`config.mk`:
```
export PLATFORM = sky130hd
export DESIGN_NAME = serial_tx
export DESIGN_NICKNAME = d
export VERILOG_FILES = /design/src/rtl/serial_pkg.sv /design/src/rtl/serial_tx_baud_tick.sv /design/src/rtl/serial_tx.sv
export SDC_FILE = /design/constraint.sdc
export NUM_CORES = 1
export LEC_CHECK = 0
export ABC_CLOCK_PERIOD_IN_PS = 2100
export BUFFER_PORTS_ARGS = -buffer_cell sky130_fd_sc_hd__buf_2
export CELL_PAD_IN_SITES_DETAIL_PLACEMENT = 2
export CELL_PAD_IN_SITES_GLOBAL_PLACEMENT = 2
export CORE_UTILIZATION = 25
export CTS_BUF_LIST = sky130_fd_sc_hd__clkbuf_2
export DETAILED_ROUTE_END_ITERATION = 16
export GPL_TIMING_DRIVEN = 0
export PLACE_DENSITY_LB_ADDON = 0.05
export SETUP_SLACK_MARGIN = 0.15
export SLEW_MARGIN = 20
export SYNTH_ARGS = -nofsm -noshare
export SYNTH_HDL_FRONTEND = slang
export SYNTH_SLANG_ARGS = --single-unit
```
`constraint.sdc`:
```
create_clock -name i_clk -period 2.1 [get_ports i_clk]
set_input_delay 0.105 -clock i_clk [delete_from_list [all_inputs] [get_ports i_clk]]
set_output_delay 0.105 -clock i_clk [all_outputs]
set_load 0.02 [all_outputs]
```
`src/rtl/serial_pkg.sv`:
```
// serial_pkg: state encoding and default bit period shared by serial_tx and serial_rx.
package serial_pkg;
    localparam int STATE_SIZE = 3;
    localparam int DEFAULT_CLK_PER_BIT = 100;
    typedef enum logic [STATE_SIZE-1:0] {
        IDLE       = 3'd0,
        START_BIT  = 3'd1,
        DATA       = 3'd2,
        STOP_BIT   = 3'd3,
        PARITY_BIT = 3'd4
    } state_t;
endpackage

```
`src/rtl/serial_tx_baud_tick.sv`:
```
// baud_tick: bit-period counter emitting a one-cycle tick at the end of each period.
module baud_tick
    import serial_pkg::*;
#(
    parameter int CLK_PER_BIT = DEFAULT_CLK_PER_BIT,
    parameter int CTR_SIZE = $clog2(CLK_PER_BIT)
) (
    input  logic i_clk,
    input  logic i_rst,
    input  logic i_clear,
    output logic o_tick
);
    logic [CTR_SIZE-1:0] r_ctr;
    assign o_tick = r_ctr == CTR_SIZE'(CLK_PER_BIT - 1);
    always_ff @(posedge i_clk or negedge i_rst) begin
        if (!i_rst) r_ctr <= '0;
        else r_ctr <= (i_clear || o_tick) ? '0 : r_ctr + CTR_SIZE'(1);
    end
endmodule

```
`src/rtl/serial_tx.sv`:
```
// serial_tx: UART transmitter, 8N1 LSB first; defining SERIAL_TX_PARITY_EN
// inserts an even-parity bit between the data bits and the stop bit.
module serial_tx
    import serial_pkg::*;
#(
    parameter int CLK_PER_BIT = DEFAULT_CLK_PER_BIT,
    parameter int CTR_SIZE = $clog2(CLK_PER_BIT)
) (
    input  logic       i_clk,
    input  logic       i_rst,
    input  logic       i_block,
    input  logic [7:0] i_data,
    input  logic       i_new_data,
    output logic       o_busy,
    output logic       o_tx
);
    state_t     r_state, w_state_next;
    logic [2:0] r_bit, w_bit_next, w_bit_inc;
    logic [7:0] r_data, w_data_next;
    logic       r_tx, w_tx_next, r_busy, w_busy_next, w_tick, w_clear;
    // counter restarts on every state entry so each bit gets a full period
    assign w_clear = (w_state_next != r_state) || (r_state == IDLE);
    assign w_bit_inc = r_bit + 3'd1;
    assign o_busy = r_busy;
    assign o_tx = r_tx;
    baud_tick #(.CLK_PER_BIT(CLK_PER_BIT), .CTR_SIZE(CTR_SIZE)) u_baud_tick (
        .i_clk(i_clk),
        .i_rst(i_rst),
        .i_clear(w_clear),
        .o_tick(w_tick)
    );
    always_ff @(posedge i_clk or negedge i_rst) begin
        if (!i_rst) begin
            r_state <= IDLE;
            r_bit <= '0;
            r_data <= '0;
            r_tx <= 1'b1;
            r_busy <= 1'b0;
        end else begin
            r_state <= w_state_next;
            r_bit <= w_bit_next;
            r_data <= w_data_next;
            r_tx <= w_tx_next;
            r_busy <= w_busy_next;
        end
    end
    always_comb begin
        w_state_next = r_state;
        w_bit_next = r_bit;
        w_data_next = r_data;
        w_tx_next = r_tx;
        w_busy_next = r_busy;
        case (r_state)
            IDLE: begin
                w_tx_next = 1'b1;
                w_busy_next = i_block;
                if (i_new_data && !r_busy) begin
                    w_state_next = START_BIT;
                    w_data_next = i_data;
                    w_tx_next = 1'b0;
                    w_busy_next = 1'b1;
                end
            end
            START_BIT: if (w_tick) begin
                w_state_next = DATA;
                w_bit_next = 3'd0;
                w_tx_next = r_data[0];
            end
            DATA: if (w_tick) begin
                if (r_bit == 3'd7) begin
`ifdef SERIAL_TX_PARITY_EN
                    w_state_next = PARITY_BIT;
                    w_tx_next = ^r_data;
`else
                    w_state_next = STOP_BIT;
                    w_tx_next = 1'b1;
`endif
                end else begin
                    w_bit_next = w_bit_inc;
                    w_tx_next = r_data[w_bit_inc];
                end
            end
`ifdef SERIAL_TX_PARITY_EN
            PARITY_BIT: if (w_tick) begin
                w_state_next = STOP_BIT;
                w_tx_next = 1'b1;
            end
`endif
            STOP_BIT: if (w_tick) begin
                w_state_next = IDLE;
                w_tx_next = 1'b1;
                w_busy_next = i_block;
            end
            default: begin
                w_state_next = IDLE;
                w_tx_next = 1'b1;
            end
        endcase
    end
endmodule
```
==> results of run 1 <==
worst paths after layout:
kind	start	end	slack, ps	cells after the start
worst max register to register	r_state[2]	r_data[7]	380	3
worst max-delay path	r_state[2]	r_data[7]	380	3
max in group asynchronous	i_rst	o_tx	1500	2
worst min register to register	u_baud_tick.r_ctr[0]	u_baud_tick.r_ctr[0]	480	1
min in group asynchronous	i_rst	r_bit[2]	230	2
worst min-delay path	i_block	o_busy	20	3
cell type report:
cell class | instances | area share
buffer | 5 | 0.0224
clock buffer | 3 | 0.0107
sequential | 23 | 0.412
clock inverter | 1 | 0.00358
tap | 52 | 0.0465
timing repair buffer | 22 | 0.111
inverter | 2 | 0.00537
multi-input combinational | 74 | 0.388
worst reg2reg max path, delay by kind of cell (launching register included):
family | cells | cell delay [ps]
simple gates | 1 | 660
mux | 1 | 410
flops | 1 | 430
buf+inv | 1 | 140
layer usage:
layer	global-route usage	routed length (µm)	part of all wire	vias to the layer above
met5	0	0	0	-
met4	0.0533	24	0.0085	0
met3	0.0173	64	0.023	2
met2	0.213	1310	0.46	10
met1	0.177	1440	0.51	453
li1	-	-	-	418
power breakdown:
part	internal (W)	switching (W)
Sequential	0.000533	0.0000556
Clock	0.0000432	0.000151
Combinational	0.000133	0.000104
registers in the layout, indices dropped and copies added (netlist names):
| register | count |
|---|---|
| r_data | 8 |
| u_baud_tick.r_ctr | 7 |
| r_bit | 3 |
| r_state | 3 |
| o_busy | 1 |
| o_tx | 1 |
cell usage in the layout, fill, tap and decap left out, types with 2 or more instances in the layout:
master | Yosys | final
dfrtp_1 | 22 | 22
buf_2 | 4 | 17
nor2_1 | 14 | 14
dlygate4sd3_1 | 0 | 9
mux2_2 | 8 | 8
nand3_1 | 6 | 6
nand2_1 | 5 | 5
o21ai_0 | 5 | 5
nor2b_1 | 3 | 3
mux2i_1 | 3 | 3
xor2_1 | 3 | 3
xnor2_1 | 3 | 3
ha_1 | 3 | 3
clkbuf_2 | 0 | 3
nand2b_1 | 2 | 2
a211o_1 | 2 | 2
inv_1 | 2 | 2
nand4_1 | 2 | 2
metrics by stage:
stage | total power, W | cells | area [µm²] | hold WS [ps]
2_1_floorplan | 0.000750 | 104 | 1160 | -191
3_3_place_gp | 0.000817 | 169 | 1290 | 124
3_5_place_dp | 0.000831 | 169 | 1290 | 139
4_1_cts | 0.00104 | 182 | 1400 | 3.73
5_1_grt | 0.00109 | 182 | 1400 | 28.6
6_report | 0.00102 | 182 | 1400 | 19.2
cells by family (layout without fill, tap and decap cells):
| kind of cell | count (synthesis) | after routing | synth area share |
|---|---|---|---|
| xor gates and xnor gates | 6 | 6 | 0.0454 |
| buffers and inverters | 7 | 33 | 0.0335 |
| adders and majority gates | 3 | 3 | 0.0324 |
| AOI/OAI and AO/OA | 14 | 14 | 0.0821 |
| other | 1 | 1 | 0.00324 |
| and+or+nand+nor | 38 | 38 | 0.183 |
| DFF | 23 | 23 | 0.498 |
| muxes | 12 | 12 | 0.123 |
repair_timing:
item | 4_1_cts | 5_1_grt
setup endpoints to repair | 0 | 0
setup buffers | 0 | 0
endpoints found under the hold margin | 30 | 0
hold buffers | 9 | 0
==> summary.md, run 1 <==
| Metric | Value |
|---|---|
| Status | complete, no violations |
| Synth area leaders | dfrtp_1 (48%), mux2_2 (7.8%), nor2_1 (4.5%), ha_1 (3.2%), mux2i_1 (2.6%) |
| RSZ-0062 raised after global routing | false |
| Rows | 24 |
| PD cells | 729 nW/µm² |
| Skew final | 3.15 ps |
| Total routed wirelength | 2830 µm |
| EDFF count, synth | 0 |
| DIE AREA | 4910 µm² |
| Grt ovf | 0 |
| Crit-path cells | buf_6 > nor4_4 > mux2_2 |
| Iteration-0 DRC count of the detailed router | 19 |
| Hold Path Class | in2reg |
| Final period utilization | 0.821 |
| Worst setup EP type | flip-flop |
| Vias per cell | 4.85 |
| Synth warn | 0 |
| Crit path DAT | 2000 ps |
| Synthesized net count | 119 |
| Clock sink total | 23 |
| Register area | 577 µm² |
| CTS root buf | clkbuf_2 |
| CTS tree | built |
| Layout net count | 146 |
| Main synth FF type | dfrtp_1 |
| Via Count | 883 |
| Setup tns final | 0 ps |
| Minimum clock period | 1720 ps |
| Slew @ Worst Pin | 705 ps |
| Pre-CTS setup slack | 371 ps |
| Chip Width | 70.1 µm |
| Initial Util | 0.262 |
| Yosys top cell by area | dfrtp_1 |
| Post-route ant nets | 0 |
| Worst vdd ir | 293 µV |
| Layout Utilization | 0.317 |
| Setup-failing EPs final | 0 |
| Syn Std Cell Area | 1160 µm² |
| Syn avg cell area | 11.1 µm² |
| CP max FO | 10 |
| Area grow syn2layout | 20.7% |
| Max Clock Freq | 580 MHz |
| Data required, critical path | 2370 ps |
| Crit path kind | reg2reg |
| Hold Fails Final Rpt | 0 |
| Fillers | 492 |
| Critical path's top delay family | simple AND/OR/NAND/NOR gates |
| Fin worst setup slack | 377 ps |
| Cts repair resizes | 0 |
| Number of port buffers | 13 |
| Share of layout cells above drive strength 1 | 0.262 |
| Drt wl/cell | 15.5 µm |
| Multi-input gate area | 543 µm² |
| Largest net degree at the start of global routing | 24 |
| Yosys reg bits | 23 |
| Die Y | 70.1 µm |
| First-pass GRT wire length | 5050 µm |
| IO Pins | 14 |
| Share of the synthesized area in the top cell type | 0.475 |
| H-tree Lvls | 1 |
| Initial DRT Pass Iterations | 4 |
| Pleak | 0.622 nW |
| HPWL after detailed placement | 2020 µm |
| Fin. max-slew vios | 0 |
| Mapped Cells | 104 |
| Initial antenna violation count | 0 |
| Routability cong. | 0.765 |
| DRC violations left | 0 |
| Count leader, synth | dfrtp_1 |
| Synth cell types | 33 |
| CTS Buf Count | 3 |
| # diodes | 0 |
| Sequential element share of the synthesized area | 0.498 |
| Async SR Flop Fraction | 1.00 |
| CP Buf/Inv Count | 1 |
| Clock Latency Late Sink | 350 ps |
| CP Launch Type | flip-flop |
| Crit-path max cell delay | 660 ps |
| All-layer global routing usage | 0.132 |
| Worst path slowest cell | nor4_4 |
| Clock Path Buffers | 2 |
| Worst-path clk slew | 240 ps |
| Post-synth top cells | dfrtp_1 (22), nor2_1 (14), mux2_2 (8), nand3_1 (6) |
| Core area | 4410 µm² |
| Worst slew margin | 0.526 |
| Number of global-route vias before repair | 1018 |
| Max Cap Viol | 0 |
Power figures use the tool's default switching activity.
==> run 2: changes to the inputs <==
--- a/config.mk
+++ b/config.mk
@@ -5,7 +5,8 @@
 export SDC_FILE = /design/constraint.sdc
 export NUM_CORES = 1
 export LEC_CHECK = 0
-export ABC_CLOCK_PERIOD_IN_PS = 2100
+export ABC_AREA = 1
+export ABC_CLOCK_PERIOD_IN_PS = 1540
 export BUFFER_PORTS_ARGS = -buffer_cell sky130_fd_sc_hd__buf_2
 export CELL_PAD_IN_SITES_DETAIL_PLACEMENT = 2
 export CELL_PAD_IN_SITES_GLOBAL_PLACEMENT = 2
==> constraint.sdc (replaced) <==
create_clock -name i_clk -period 1.54 [get_ports i_clk]
set_input_delay 0.077 -clock i_clk [delete_from_list [all_inputs] [get_ports i_clk]]
set_output_delay 0.077 -clock i_clk [all_outputs]
set_load 0.02 [all_outputs]
==> summary.md, run 2 <==
| Metric | Value |
|---|---|
| Status | complete, no violations |
| HPWL after detailed placement | 2120 µm |
| Number of port buffers | 13 |
| Critical path's top delay family | flip-flops |
| Layout Utilization | 0.347 |
| Reg2reg setup slack | 210 ps |
| Sequential element share of the synthesized area | 0.489 |
| Main synth FF type | dfrtp_1 |
| Worst-path clk slew | 250 ps |
| RSZ-0062 raised after global routing | true |
| R2R Path Start | u_baud_tick.r_ctr[0] |
| Yosys top cell by area | dfrtp_1 |
| Final period utilization | 0.865 |
| Routability cong. | 0.658 |
| Largest net degree at the start of global routing | 24 |
| Chip Width | 70.7 µm |
| Crit-path cells | ha_4 > nand2_4 > inv_4 > nand3_4 > a21oi_4 > buf_4 > o21ai_0 |
| Syn avg cell area | 8.60 µm² |
| Worst R2R End | r_state[0] |
| Count leader, synth | nand2_1 |
| First-pass GRT wire length | 5290 µm |
| Rows | 24 |
| Crit-path max cell delay | 460 ps |
| Number of global-route vias before repair | 1097 |
| Minimum clock period | 1330 ps |
| Mux cell area share after synthesis | 0.00955 |
| DIE AREA | 4990 µm² |
| Setup-failing EPs final | 0 |
| Total routed wirelength | 3010 µm |
| Skew final | 6.93 ps |
| Share of layout cells above drive strength 1 | 0.272 |
| Fin. max-slew vios | 0 |
| DRC violations left | 0 |
| Power Total | 0.00134 W |
| Largest family of logic cells by synthesized area | simple AND/OR/NAND/NOR gates |
| Synth Area in Simple Gates | 0.291 |
| Crit path DAT | 1600 ps |
| Fin worst setup slack | 207 ps |
| Drt wl/cell | 13.4 µm |
| Initial antenna violation count | 0 |
| Post-synthesis adder-cell area fraction | 0.0318 |
| Synthesized net count | 152 |
| Clock Latency Late Sink | 340 ps |
| CTS Buf Count | 3 |
| Largest regs | r_data (8), u_baud_tick.r_ctr (7) |
| Grt ovf | 0 |
| Initial Util | 0.265 |
| Worst path slowest cell | dfrtp_1 |
| Worst r2r path cells | 7 |
| CTS tree | built |
| Die Y | 70.7 µm |
| Slew @ Worst Pin | 572 ps |
| Synth area leaders | dfrtp_1 (47%), nand2_1 (9.2%), nand3_1 (5.5%), inv_1 (5.4%), nor2_1 (5.1%) |
| Iteration-0 DRC count of the detailed router | 14 |
| CP Depth | 7 |
| PD cells | 869 nW/µm² |
| CP max FO | 5 |
| Core area | 4440 µm² |
| Post-synthesis xor/xnor area fraction | 0.0223 |
| Max Cap Viol | 0 |
| Mapped Cells | 137 |
| Data required, critical path | 1800 ps |
| All-layer global routing usage | 0.135 |
| Worst slew margin | 0.619 |
| CP Launch Type | flip-flop |
| Area grow syn2layout | 30.7% |
| Clock sink total | 23 |
| # diodes | 0 |
| Post-DP Area | 1310 µm² |
| CP Buf/Inv Count | 2 |
| Async SR Flop Fraction | 1.00 |
| Hold Path Class | in2async |
| Worst vdd ir | 300 µV |
| Pre-CTS setup slack | 27.2 ps |
| Setup tns final | 0 ps |
| Synth cell types | 26 |
| Compound-Gate Fraction of Synth Area | 0.0828 |
| Share of the synthesized area in the top cell type | 0.467 |
| EDFF count, synth | 0 |
| Max Clock Freq | 750 MHz |
| Layout net count | 189 |
| Vias per cell | 4.47 |
| Pleak | 0.752 nW |
| H-tree Lvls | 1 |
| CTS root buf | clkbuf_2 |
| Most frequent cells in the layout | nand2_1 (28), dfrtp_1 (21), inv_1 (16) |
| Initial DRT Pass Iterations | 2 |
| Clock Path Buffers | 2 |
| Max reg flops | 8 |
| Post-route ant nets | 0 |
| Worst setup EP type | flip-flop |
| Crit path kind | reg2reg |
| IO Pins | 14 |
| Hold Fails Final Rpt | 0 |
| Syn Std Cell Area | 1180 µm² |
| Most flop-heavy register | r_data |
| Fin area | 1540 µm² |
| Post-synth top cells | nand2_1 (29), dfrtp_1 (22), inv_1 (17), nor2_1 (16), nand3_1 (13) |
| Most common cell after layout, fill and taps aside | nand2_1 |
| Yosys reg bits | 23 |
| Via Count | 1005 |
| Synth warn | 0 |
-- run 2: cell count changes after synthesis, sizes merged, moves of 4 or more --
cell and change:
nor2 +5, inv +17, buf -4, o21ai +7, nand2 +27, nand3 +8
mux2 -7
-- run 2: cell families after synthesis --
group                      count (synthesis)
DFF                                       23
and+or+nand+nor                           69
adders and majority gates                  3
xor gates and xnor gates                   3
AOI/OAI and AO/OA                         17
other                                      1
buffers and inverters                     20
muxes                                      1
-- run 2: worst reg2reg max path: cells and delay by family (launching register included) --
kind                     cells  cell delay, ps
adder cells (fa/ha/maj)      1             170
AO/OA/AOI/OAI                2             270
flip-flops                   1             460
AND/OR/NAND/NOR              2             150
buffers and inverters        2             210
-- run 2: cell type report --
| type | instances | area [µm²] |
|---|---|---|
| Clock buffer | 4 | 20.0 |
| Tap cell | 52 | 65.1 |
| Sequential cell | 23 | 578 |
| Buffer | 1 | 11.3 |
| Multi-Input combinational cell | 94 | 559 |
| Inverter | 19 | 73.8 |
| Timing Repair Buffer | 32 | 233 |
| Fill cell | 506 | 2900 |
-- run 2: worst max path at each step --
stage / from / endpoint / slack, ps
finish: u_baud_tick.r_ctr[0] / r_state[0] / 210
global route: u_baud_tick.r_ctr[0] / u_baud_tick.r_ctr[5] / 90
CTS: r_bit[0] / o_tx / 150
detailed placement: r_bit[0] / r_bit[0] / 30
global placement: r_bit[0] / r_bit[0] / 30
floorplan: r_bit[0] / r_bit[0] / 220
-- run 2: report_power, final --
part,internal [W],leakage (nW),total [W],switching [W]
clock,0.0000686,0.0166,0.000270,0.000202
combinational,0.000134,0.439,0.000322,0.000188
sequential,0.000708,0.297,0.000747,0.0000385
-- run 2: timing repair --
item,CTS,global route
pin swaps,4,8
endpoints found under the hold margin,31,0
setup buffers,4,5
setup endpoints to repair,7,13
hold buffers,10,0
resized for setup,5,7
-- run 2: metrics by stage --
step | std cells | hold slack [ps]
after floorplan | 137 | -219
after global placement | 202 | 106
after detailed placement | 202 | 115
after CTS | 220 | 219
after global routing | 225 | 186
final | 225 | 210
-- run 2: metal layers --
| metal | wire (µm) | share of wire | track usage | vias up |
|---|---|---|---|---|
| li1 | - | - | - | 506 |
| met1 | 1560 | 0.52 | 0.184 | 488 |
| met2 | 1380 | 0.46 | 0.227 | 9 |
| met3 | 43 | 0.014 | 0.0171 | 2 |
| met4 | 19 | 0.0063 | 0.0333 | 0 |
| met5 | 0 | 0 | 0 | - |
==> run 3: changes to the inputs <==
--- a/config.mk
+++ b/config.mk
@@ -6,7 +6,7 @@
 export NUM_CORES = 1
 export LEC_CHECK = 0
 export ABC_AREA = 1
-export ABC_CLOCK_PERIOD_IN_PS = 1540
+export ABC_CLOCK_PERIOD_IN_PS = 1080
 export BUFFER_PORTS_ARGS = -buffer_cell sky130_fd_sc_hd__buf_2
 export CELL_PAD_IN_SITES_DETAIL_PLACEMENT = 2
 export CELL_PAD_IN_SITES_GLOBAL_PLACEMENT = 2
==> constraint.sdc (replaced) <==
create_clock -name i_clk -period 1.08 [get_ports i_clk]
set_input_delay 0.054 -clock i_clk [delete_from_list [all_inputs] [get_ports i_clk]]
set_output_delay 0.054 -clock i_clk [all_outputs]
set_load 0.02 [all_outputs]
==> summary.md, run 3 (synthesized netlist as in run 2, its figures left out) <==
| Metric | Value |
|---|---|
| Status | finished, violations left |
| Violated checks | negative setup slack |
| Worst path slowest cell | dfrtp_1 |
| Iteration-0 DRC count of the detailed router | 19 |
| Total routed wirelength | 3400 µm |
| Most flop-heavy register | r_data |
| Share of layout cells above drive strength 1 | 0.428 |
| First-pass GRT wire length | 5830 µm |
| Clock Path Buffers | 2 |
| Number of port buffers | 13 |
| Most frequent cells in the layout | nand2_1 (19), dfrtp_1 (19), inv_1 (16) |
| Data required, critical path | 1340 ps |
| Post-DP Area | 1350 µm² |
| Fin area | 1710 µm² |
| Post-route ant nets | 0 |
| Rows | 24 |
| Worst vdd ir | 454 µV |
| All-layer global routing usage | 0.149 |
| PD cells | 1210 nW/µm² |
| Number of global-route vias before repair | 1245 |
| CP Launch Type | flip-flop |
| Critical Path Sink | r_bit[0] |
| Hold Fails Final Rpt | 0 |
| Crit-path cells | ha_4 > nand2_2 > inv_2 > nand3_4 > a21oi_4 > nand2_2 > nand2_1 > nand2_1 |
| Met3 Usage GRT | 0.0171 |
| Initial Util | 0.265 |
| Max Clock Freq | 724 MHz |
| Skew final | 23.2 ps |
| Crit-path max cell delay | 470 ps |
| Reg2reg setup slack | -300 ps |
| GR peak layer | met2 |
| Pleak | 0.821 nW |
| Chip Width | 70.7 µm |
| Worst setup EP type | flip-flop |
| Multi-input gate area | 652 µm² |
| Slew @ Worst Pin | 562 ps |
| CTS root buf | clkbuf_2 |
| H-tree Lvls | 1 |
| Vias per cell | 4.56 |
| Hold Path Class | in2reg |
| Clock sink total | 23 |
| RSZ-0062 raised after global routing | true |
| Fin worst setup slack | -302 ps |
| Global Route met1 Usage | 0.193 |
| Layout Cells excl Fill | 232 |
| Worst Setup SP | u_baud_tick.r_ctr[1] |
| Drt wl/cell | 14.6 µm |
| Worst-path clk slew | 260 ps |
| Fin. max-slew vios | 0 |
| R2R Path Start | u_baud_tick.r_ctr[1] |
| Grt ovf | 0 |
| IO Pins | 14 |
| CTS Buf Count | 3 |
| Max reg flops | 8 |
| Core area | 4440 µm² |
| CP max FO | 5 |
| Crit path DAT | 1640 ps |
| Largest net degree at the start of global routing | 24 |
| Worst slew margin | 0.626 |
| Area grow syn2layout | 45.0% |
| CTS tree | built |
| Layout net count | 196 |
| Setup-failing EPs final | 23 |
| Largest regs | r_data (8), u_baud_tick.r_ctr (7) |
| Worst r2r path cells | 8 |
| Via Count | 1059 |
| Final period utilization | 1.28 |
| Initial antenna violation count | 0 |
| HPWL after detailed placement | 2210 µm |
| Crit path kind | reg2reg |
| Fillers | 498 |
| # diodes | 0 |
| Placed insts | 202 |
| Routability cong. | 0.647 |
| DRC violations left | 0 |
| DIE AREA | 4990 µm² |
| Register area | 581 µm² |
| Initial DRT Pass Iterations | 4 |
| Clock Latency Late Sink | 350 ps |
| Met2 Use GR | 0.265 |
| Die Y | 70.7 µm |
| Worst R2R End | r_bit[0] |
| Max Cap Viol | 0 |
| Minimum clock period | 1380 ps |
==> run 3: cell count changes in the layout (fill, tap and decap cells not counted), moves of 3 or more <==
cell and change:
o21ai_0 -9, buf_4 +4, buf_6 +5, o21ai_2 +6, nand2_2 +7, o21ai_1 +3
nand2_1 -9
==> run 3: area by class of cell <==
type / instances / share of cell area
Tap cell: 52 / 0.0381
Inverter: 19 / 0.0417
Buffer: 1 / 0.00659
Clock buffer: 3 / 0.00878
Timing Repair Buffer: 39 / 0.181
Sequential cell: 23 / 0.340
Clock inverter: 1 / 0.00293
Multi-Input combinational cell: 94 / 0.381
==> run 3: power breakdown <==
group / switching (W) / total, W / leakage, nW / internal (W)
Clock: 0.000295 / 0.000379 / 0.0164 / 0.0000839
Sequential: 0.0000611 / 0.00107 / 0.294 / 0.00101
Combinational: 0.000333 / 0.000621 / 0.511 / 0.000288
Total: 0.000689 / 0.00207 / 0.821 / 0.00138
==> run 3: timing repair <==
| item | CTS | global route |
|---|---|---|
| endpoints found under the hold margin | 31 | 0 |
| hold buffers | 10 | 0 |
| gates resized for setup | 15 | 21 |
| pin swaps | 5 | 6 |
| buffers inserted | 11 | 4 |
| gates cloned | 1 | 0 |
| setup endpoints to repair | 24 | 24 |
==> run 3: stage by stage <==
step           setup TNS (ps)  hold slack, ps   util  worst slack, ps  power [W]
2_1_floorplan            -904            -242      -             -135    0.00139
3_3_place_gp            -3660            81.1  0.304             -319    0.00151
3_5_place_dp            -4290            90.2  0.304             -383    0.00154
4_1_cts                 -4030             117  0.360             -298    0.00203
5_1_grt                 -6120             101  0.385             -407    0.00223
6_report                -4350             126  0.385             -302    0.00207
==> run 3: how the worst min path moves through the flow <==
stage / depth (start not counted) / start / end / slack, ps
after floorplan: 0 / i_rst / o_busy / -240
after global placement: 1 / i_rst / r_state[2] / 80
after detailed placement: 1 / i_rst / r_state[1] / 90
after CTS: 5 / i_new_data / o_busy / 120
after global routing: 5 / i_new_data / o_busy / 100
final: 5 / i_new_data / o_busy / 130
==> run 3: critical path: cells and delay by family, from the launching register on <==
family	cells	cell delay [ps]
flip-flops	1	470
AND/OR/NAND/NOR	5	380
AO/OA/AOI/OAI	1	200
adder cells (fa/ha/maj)	1	170
buffers and inverters	1	70
==> run 3: layer usage <==
metal  wire (µm)  vias to the layer above
met2        1810                       11
met5           0                        -
li1            -                      518
met3          55                        2
met1        1510                      528
met4          19                        0
